`config.mk`:
```
export PLATFORM = sky130hd
export DESIGN_NAME = ysyx_25040105_ifu
export DESIGN_NICKNAME = d
export VERILOG_FILES = /design/src/rtl/ysyx_25040105_pkg.sv /design/src/rtl/ysyx_25040105_Reg.sv /design/src/rtl/ysyx_25040105_ifu.sv
export SDC_FILE = /design/constraint.sdc
export NUM_CORES = 1
export LEC_CHECK = 0
export ABC_AREA = 1
export CELL_PAD_IN_SITES_DETAIL_PLACEMENT = 1
export CELL_PAD_IN_SITES_GLOBAL_PLACEMENT = 2
export CORE_UTILIZATION = 31
export CTS_CLUSTER_DIAMETER = 150
export DETAILED_ROUTE_END_ITERATION = 8
export DONT_BUFFER_PORTS = 1
export PLACE_DENSITY_LB_ADDON = 0.1
export REMOVE_ABC_BUFFERS = 1
export SETUP_SLACK_MARGIN = 0.2
export SYNTH_ARGS = -nofsm -noshare
export SYNTH_HDL_FRONTEND = slang
export SYNTH_SLANG_ARGS = --single-unit
```
`constraint.sdc`:
```
create_clock -name clk -period 2 [get_ports clk]
set_input_delay 0.4 -clock clk [delete_from_list [all_inputs] [get_ports clk]]
set_output_delay 0.4 -clock clk [all_outputs]
set_load 0.1 [all_outputs]
```
`src/rtl/ysyx_25040105_pkg.sv`:
```
// Shared definitions for the ysyx_25040105 fetch unit.
//   ifu_state_t      : fetch FSM state encoding
//   INST_NOP         : addi x0, x0, 0, presented on fetch faults
//   RESET_PC_DEFAULT : boot address
package ysyx_25040105_pkg;

    localparam int unsigned XLEN = 32;

    typedef enum logic [1:0] {
        ST_IDLE = 2'd0,
        ST_REQ  = 2'd1,
        ST_WAIT = 2'd2,
        ST_OUT  = 2'd3
    } ifu_state_t;

    localparam logic [XLEN-1:0] INST_NOP         = 32'h0000_0013;
    localparam logic [XLEN-1:0] RESET_PC_DEFAULT = 32'h8000_0000;

endpackage

```
`src/rtl/ysyx_25040105_Reg.sv`:
```
// Generic register with write enable and synchronous active-high reset.
//   clk, rst : clock, synchronous reset (loads RESET_VAL)
//   wen      : load din on the next rising edge
//   din/dout : data in / registered data out
module ysyx_25040105_Reg #(
    parameter int unsigned      WIDTH     = 32,
    parameter logic [WIDTH-1:0] RESET_VAL = '0
) (
    input  logic             clk,
    input  logic             rst,
    input  logic             wen,
    input  logic [WIDTH-1:0] din,
    output logic [WIDTH-1:0] dout
);

    logic [WIDTH-1:0] dout_q;
    logic [WIDTH-1:0] dout_d;

    always_comb begin
        dout_d = wen ? din : dout_q;
    end

    always_ff @(posedge clk) begin
        if (rst) begin
            dout_q <= RESET_VAL;
        end else begin
            dout_q <= dout_d;
        end
    end

    assign dout = dout_q;

endmodule

```
`src/rtl/ysyx_25040105_ifu.sv`:
```
// Instruction fetch unit: holds the PC, issues one read per instruction and
// hands {pc, inst, fault} to decode through a valid/ready handshake.
//   imem_req_*  : read request (address is always the current PC)
//   imem_resp_* : single-cycle response pulse with data and error flag
//   out_*       : instruction presented to the IDU
//   redirect_*  : PC load from execute/writeback, priority below rst only
module ysyx_25040105_ifu
    import ysyx_25040105_pkg::*;
#(
    parameter logic [31:0] RESET_PC = RESET_PC_DEFAULT
) (
    input  logic        clk,
    input  logic        rst,
    output logic        imem_req_valid,
    input  logic        imem_req_ready,
    output logic [31:0] imem_req_addr,
    input  logic        imem_resp_valid,
    input  logic [31:0] imem_resp_data,
    input  logic        imem_resp_err,
    output logic        out_valid,
    input  logic        out_ready,
    output logic [31:0] out_pc,
    output logic [31:0] out_inst,
    output logic        out_fault,
    input  logic        redirect_valid,
    input  logic [31:0] redirect_pc
);

    ifu_state_t  state_q, state_d;
    logic [31:0] inst_q, inst_d;
    logic        fault_q, fault_d;
    logic        drop_q, drop_d;
    logic [31:0] pc_q, pc_d;
    logic        pc_we;
    logic        req_valid_c;
    logic        out_valid_c;

    ysyx_25040105_Reg #(
        .WIDTH     (32),
        .RESET_VAL (RESET_PC)
    ) u_pc (
        .clk  (clk),
        .rst  (rst),
        .wen  (pc_we),
        .din  (pc_d),
        .dout (pc_q)
    );

    // Next-state, datapath updates and handshake qualifiers.
    always_comb begin
        state_d     = state_q;
        inst_d      = inst_q;
        fault_d     = fault_q;
        drop_d      = drop_q;
        pc_d        = pc_q;
        pc_we       = 1'b0;
        req_valid_c = 1'b0;
        out_valid_c = 1'b0;

        case (state_q)
            ST_IDLE: state_d = ST_REQ;
            ST_REQ: begin
                if (pc_q[1:0] == 2'b00) begin
                    req_valid_c = !redirect_valid;
                    if (req_valid_c && imem_req_ready) begin
                        state_d = ST_WAIT;
                    end
                end else if (!redirect_valid) begin
                    // Misaligned: skip the bus and present a faulted NOP.
                    inst_d  = INST_NOP;
                    fault_d = 1'b1;
                    state_d = ST_OUT;
                end
            end
            ST_WAIT: begin
                if (imem_resp_valid) begin
                    if (drop_q || redirect_valid) begin
                        // Stale response for a PC that has been redirected away.
                        drop_d  = 1'b0;
                        state_d = ST_REQ;
                    end else begin
                        inst_d  = imem_resp_err ? INST_NOP : imem_resp_data;
                        fault_d = imem_resp_err;
                        state_d = ST_OUT;
                    end
                end else if (redirect_valid) begin
                    drop_d = 1'b1;
                end
            end
            ST_OUT: begin
                out_valid_c = !redirect_valid;
                if (out_valid_c && out_ready) begin
                    pc_d    = pc_q + 32'd4;
                    pc_we   = 1'b1;
                    state_d = ST_REQ;
                end
            end
            default: state_d = ST_IDLE;
        endcase

        // Redirect overrides the PC update; outside WAIT it restarts fetch.
        if (redirect_valid) begin
            pc_d  = redirect_pc;
            pc_we = 1'b1;
            if (state_q != ST_WAIT) begin
                state_d = ST_REQ;
            end
        end
    end

    always_ff @(posedge clk) begin
        if (rst) begin
            state_q <= ST_IDLE;
            inst_q  <= INST_NOP;
            fault_q <= 1'b0;
            drop_q  <= 1'b0;
        end else begin
            state_q <= state_d;
            inst_q  <= inst_d;
            fault_q <= fault_d;
            drop_q  <= drop_d;
        end
    end

    // Outputs are forced to their reset view while rst is asserted, since the
    // synchronous reset has not yet reached the registers in that cycle.
    assign imem_req_valid = req_valid_c && !rst;
    assign out_valid      = out_valid_c && !rst;
    assign imem_req_addr  = pc_q;
    assign out_pc         = rst ? RESET_PC : pc_q;
    assign out_inst       = rst ? INST_NOP : inst_q;
    assign out_fault      = fault_q && !rst;

endmodule

```
==> impl_metrics.json <==
{
  "clock_sinks": 68,
  "grt_overflow_total": 0,
  "initial_core_util": 0.319,
  "hold_violations": 0,
  "ys_ff_latch": 68,
  "post_drt_wl_per_cell_um": 14.9,
  "cap_violations": 0,
  "synth-async-reset-ratio": 0,
  "tightest_slew_ns": 0.534,
  "reg2reg_from": "u_pc.dout[5]$_SDFFE_PP0P_",
  "avgSynthCellArea_um2": 5.80,
  "grt_use_total": 0.218,
  "skew_ns": 0.00505,
  "max_freq_mhz": 565,
  "synth_top_area_share": 0.337,
  "holdPathStages": 1,
  "insertion_delay_ns": 0.33,
  "vias_per_cell": 4.66,
  "multiInputGateArea_mm2": 0.00232,
  "irDropWorstVdd_uv": 354,
  "synth_edf_count": 0,
  "synth.most_common_cell": "nand2_1",
  "synthTopCellsByArea": "dfxtp_1 (34%), nand2_1 (19%), nor2_1 (14%), inv_1 (10%), o21ai_0 (5.3%)",
  "cp-end-kind": "output pin",
  "drtIter0Drc": 134,
  "dpl.hpwl_mm": 10.9,
  "leakage_nw": 2.46,
  "critPathKind": "register to output pin",
  "status": "complete, no violations",
  "synthTopCellsByCount": "nand2_1 (207), nor2_1 (150), inv_1 (108)",
  "synth-compound-area-share": 0.113,
  "ant_nets": 0,
  "finalSetupViolCount": 0,
  "firstDrtPassIters": 6,
  "regArea_mm2": 0.00137,
  "die_h_um": 116,
  "power_density_mw_per_mm2": 814,
  "critPathMaxFanout": 3,
  "portBuffers": 0,
  "clkSlewWorstSetupHoldPaths_ns": 0.06,
  "yosys.area_share.adder": 0.00309,
  "hold_end": "drop_q$_SDFFE_PP0P_",
  "drc": 0,
  "nFillCells": 1678,
  "nets": 856,
  "gp_congestion": 0.812,
  "yosysTopAreaCell": "dfxtp_1",
  "synth_area_mm2": 0.00404,
  "cts_buffer_depth": 2,
  "rows": 41,
  "rr_worst_depth": 7,
  "cts.root.buffer_cell": "clkbuf_16",
  "fin_crit_sh": 0.885,
  "arrival_ns": 1.37,
  "synth_top_family_by_area": "simple AND/OR/NAND/NOR gates",
  "r2r_slack_ns": 0.32,
  "die_x_um": 116,
  "cp-start-kind": "register",
  "cts_made_buffers": 9,
  "grt_pass1_wl_mm": 22.7,
  "worst_slack_ns": 0.231,
  "required_ns": 1.60,
  "slew_headroom": 0.644,
  "min_from": "imem_resp_valid",
  "grt_max_degree": 75,
  "hold_buffers": 0,
  "ys_warn_count": 0,
  "wl_mm": 14.3,
  "vias": 4485,
  "holdWs_ns": 0.175,
  "core-area_mm2": 0.0127,
  "hp-class": "primary input to register",
  "r2r-end": "u_pc.dout[8]$_SDFFE_PP0P_",
  "die-area_mm2": 0.0135,
  "yosysUniqueCellTypes": 31,
  "drive_above_1_share": 0.278,
  "yosysSeqAreaShare": 0.337,
  "synth_mux_area_frac": 0,
  "final.min_clock_period_ns": 1.77,
  "rsz0062_at_grt": "no",
  "antenna_found_initial": 1,
  "yosys.area_share.simple": 0.408,
  "h-tree-depth": 3,
  "netlist_instances": 697,
  "synth-xor-area-share": 0.00217,
  "grt_pass1_vias": 4748,
  "area_growth_pct": 39.3,
  "dp_slack_ns": 0.288,
  "ios": 170,
  "synth_flop_cell": "dfxtp_1",
  "final_max_slew_viol_count": 0,
  "tritoncts": "yes"
}
==> worst max path at each step <==
stage	startpoint	end	slack, ns	depth (start not counted)
3_5_place_dp	u_pc.dout[2]$_SDFFE_PP0P_	u_pc.dout[30]$_SDFFE_PP0P_	0.29	10
2_1_floorplan	u_pc.dout[1]$_SDFFE_PP0P_	imem_req_valid	-2.17	3
4_1_cts	u_pc.dout[4]$_SDFFE_PP0P_	out_pc[4]	0.15	4
6_report	state_q[1]$_SDFF_PP0_	imem_req_valid	0.23	4
5_1_grt	state_q[1]$_SDFF_PP0_	imem_req_valid	0.20	4
3_3_place_gp	u_pc.dout[5]$_SDFFE_PP0P_	u_pc.dout[8]$_SDFFE_PP0P_	0.37	7
==> sequential cells by signal, indices dropped and copies added, names as in the netlist <==
signal and count:
fault_q 1, u_pc.dout 32, inst_q 32, drop_q 1, state_q 2
==> metrics by stage <==
stage	total power, mW	setup TNS [ns]	cell area (µm²)	utilization	std cells
6_report	4.58	0	5630	0.444	962
5_1_grt	4.76	0	5630	0.444	961
4_1_cts	4.64	0	5590	0.441	960
3_5_place_dp	2.62	0	5200	0.410	944
3_3_place_gp	2.60	0	5200	0.410	944
2_1_floorplan	2.33	-62.32	3920	-	671
==> layout make-up <==
| cell class | count | share of cell area |
|---|---|---|
| Antenna cell | 1 | 0.000444 |
| Clock buffer | 10 | 0.0407 |
| Clock inverter | 6 | 0.0242 |
| Inverter | 113 | 0.0755 |
| Multi-Input combinational cell | 490 | 0.412 |
| Sequential cell | 68 | 0.242 |
| Tap cell | 172 | 0.0382 |
| Timing Repair Buffer | 102 | 0.166 |
==> layout by cell type (no fill, tap or decap), types with 2 or more instances in the layout <==
cell type,netlist,final
buf_4,0,88
dfxtp_2,0,3
nand3_2,2,2
nor2_1,150,88
o21ai_2,10,10
dfxtp_1,68,65
o211ai_1,3,3
o21ai_1,9,9
inv_1,108,107
nand3_1,33,33
inv_2,4,5
or2_2,3,3
nor2_2,4,64
nor2_4,1,3
nand2_4,2,2
o21ai_0,43,43
buf_12,0,10
nand2_1,207,204
bufinv_16,0,4
a21oi_1,8,8
a31oi_1,2,2
clkbuf_16,0,11
nand2_2,3,6
==> power breakdown <==
part | switching [mW] | internal, mW | total, mW
logic | 0.870 | 0.238 | 1.11
registers | 0.0727 | 1.42 | 1.49
clock network | 0.640 | 1.35 | 1.99
total | 1.58 | 3.00 | 4.58
==> kinds of logic (layout without fill, tap and decap cells) <==
| kind of cell | count (synthesis) | after routing |
|---|---|---|
| AOI/OAI and AO/OA | 78 | 78 |
| DFF | 68 | 68 |
| and+or+nand+nor | 410 | 410 |
| xor gates and xnor gates | 1 | 1 |
| adders and majority gates | 1 | 1 |
| other | 0 | 1 |
| buffers and inverters | 139 | 231 |
==> metal layers <==
metal | global-route usage | vias up | wire length [µm]
met5 | 0 | - | 0
met1 | 0.251 | 2085 | 6120
met3 | 0.0535 | 14 | 900
li1 | - | 2269 | -
met4 | 0.0744 | 0 | 190
met2 | 0.395 | 117 | 7120
==> repair_timing <==
action                     4_1_cts  5_1_grt
pin swaps                        0        1
setup buffers                    0        1
resized for setup                4       13
cloned                           0        0
setup endpoints to repair        3        9
==> worst max-delay path, cell delays in order (launching register included) <==
cell and delay (ns):
dfxtp_2 0.33, inv_2 0.06, nand2_2 0.07, nor4_4 0.32, clkbuf_16 0.26
(Power assumes the default switching activity.)
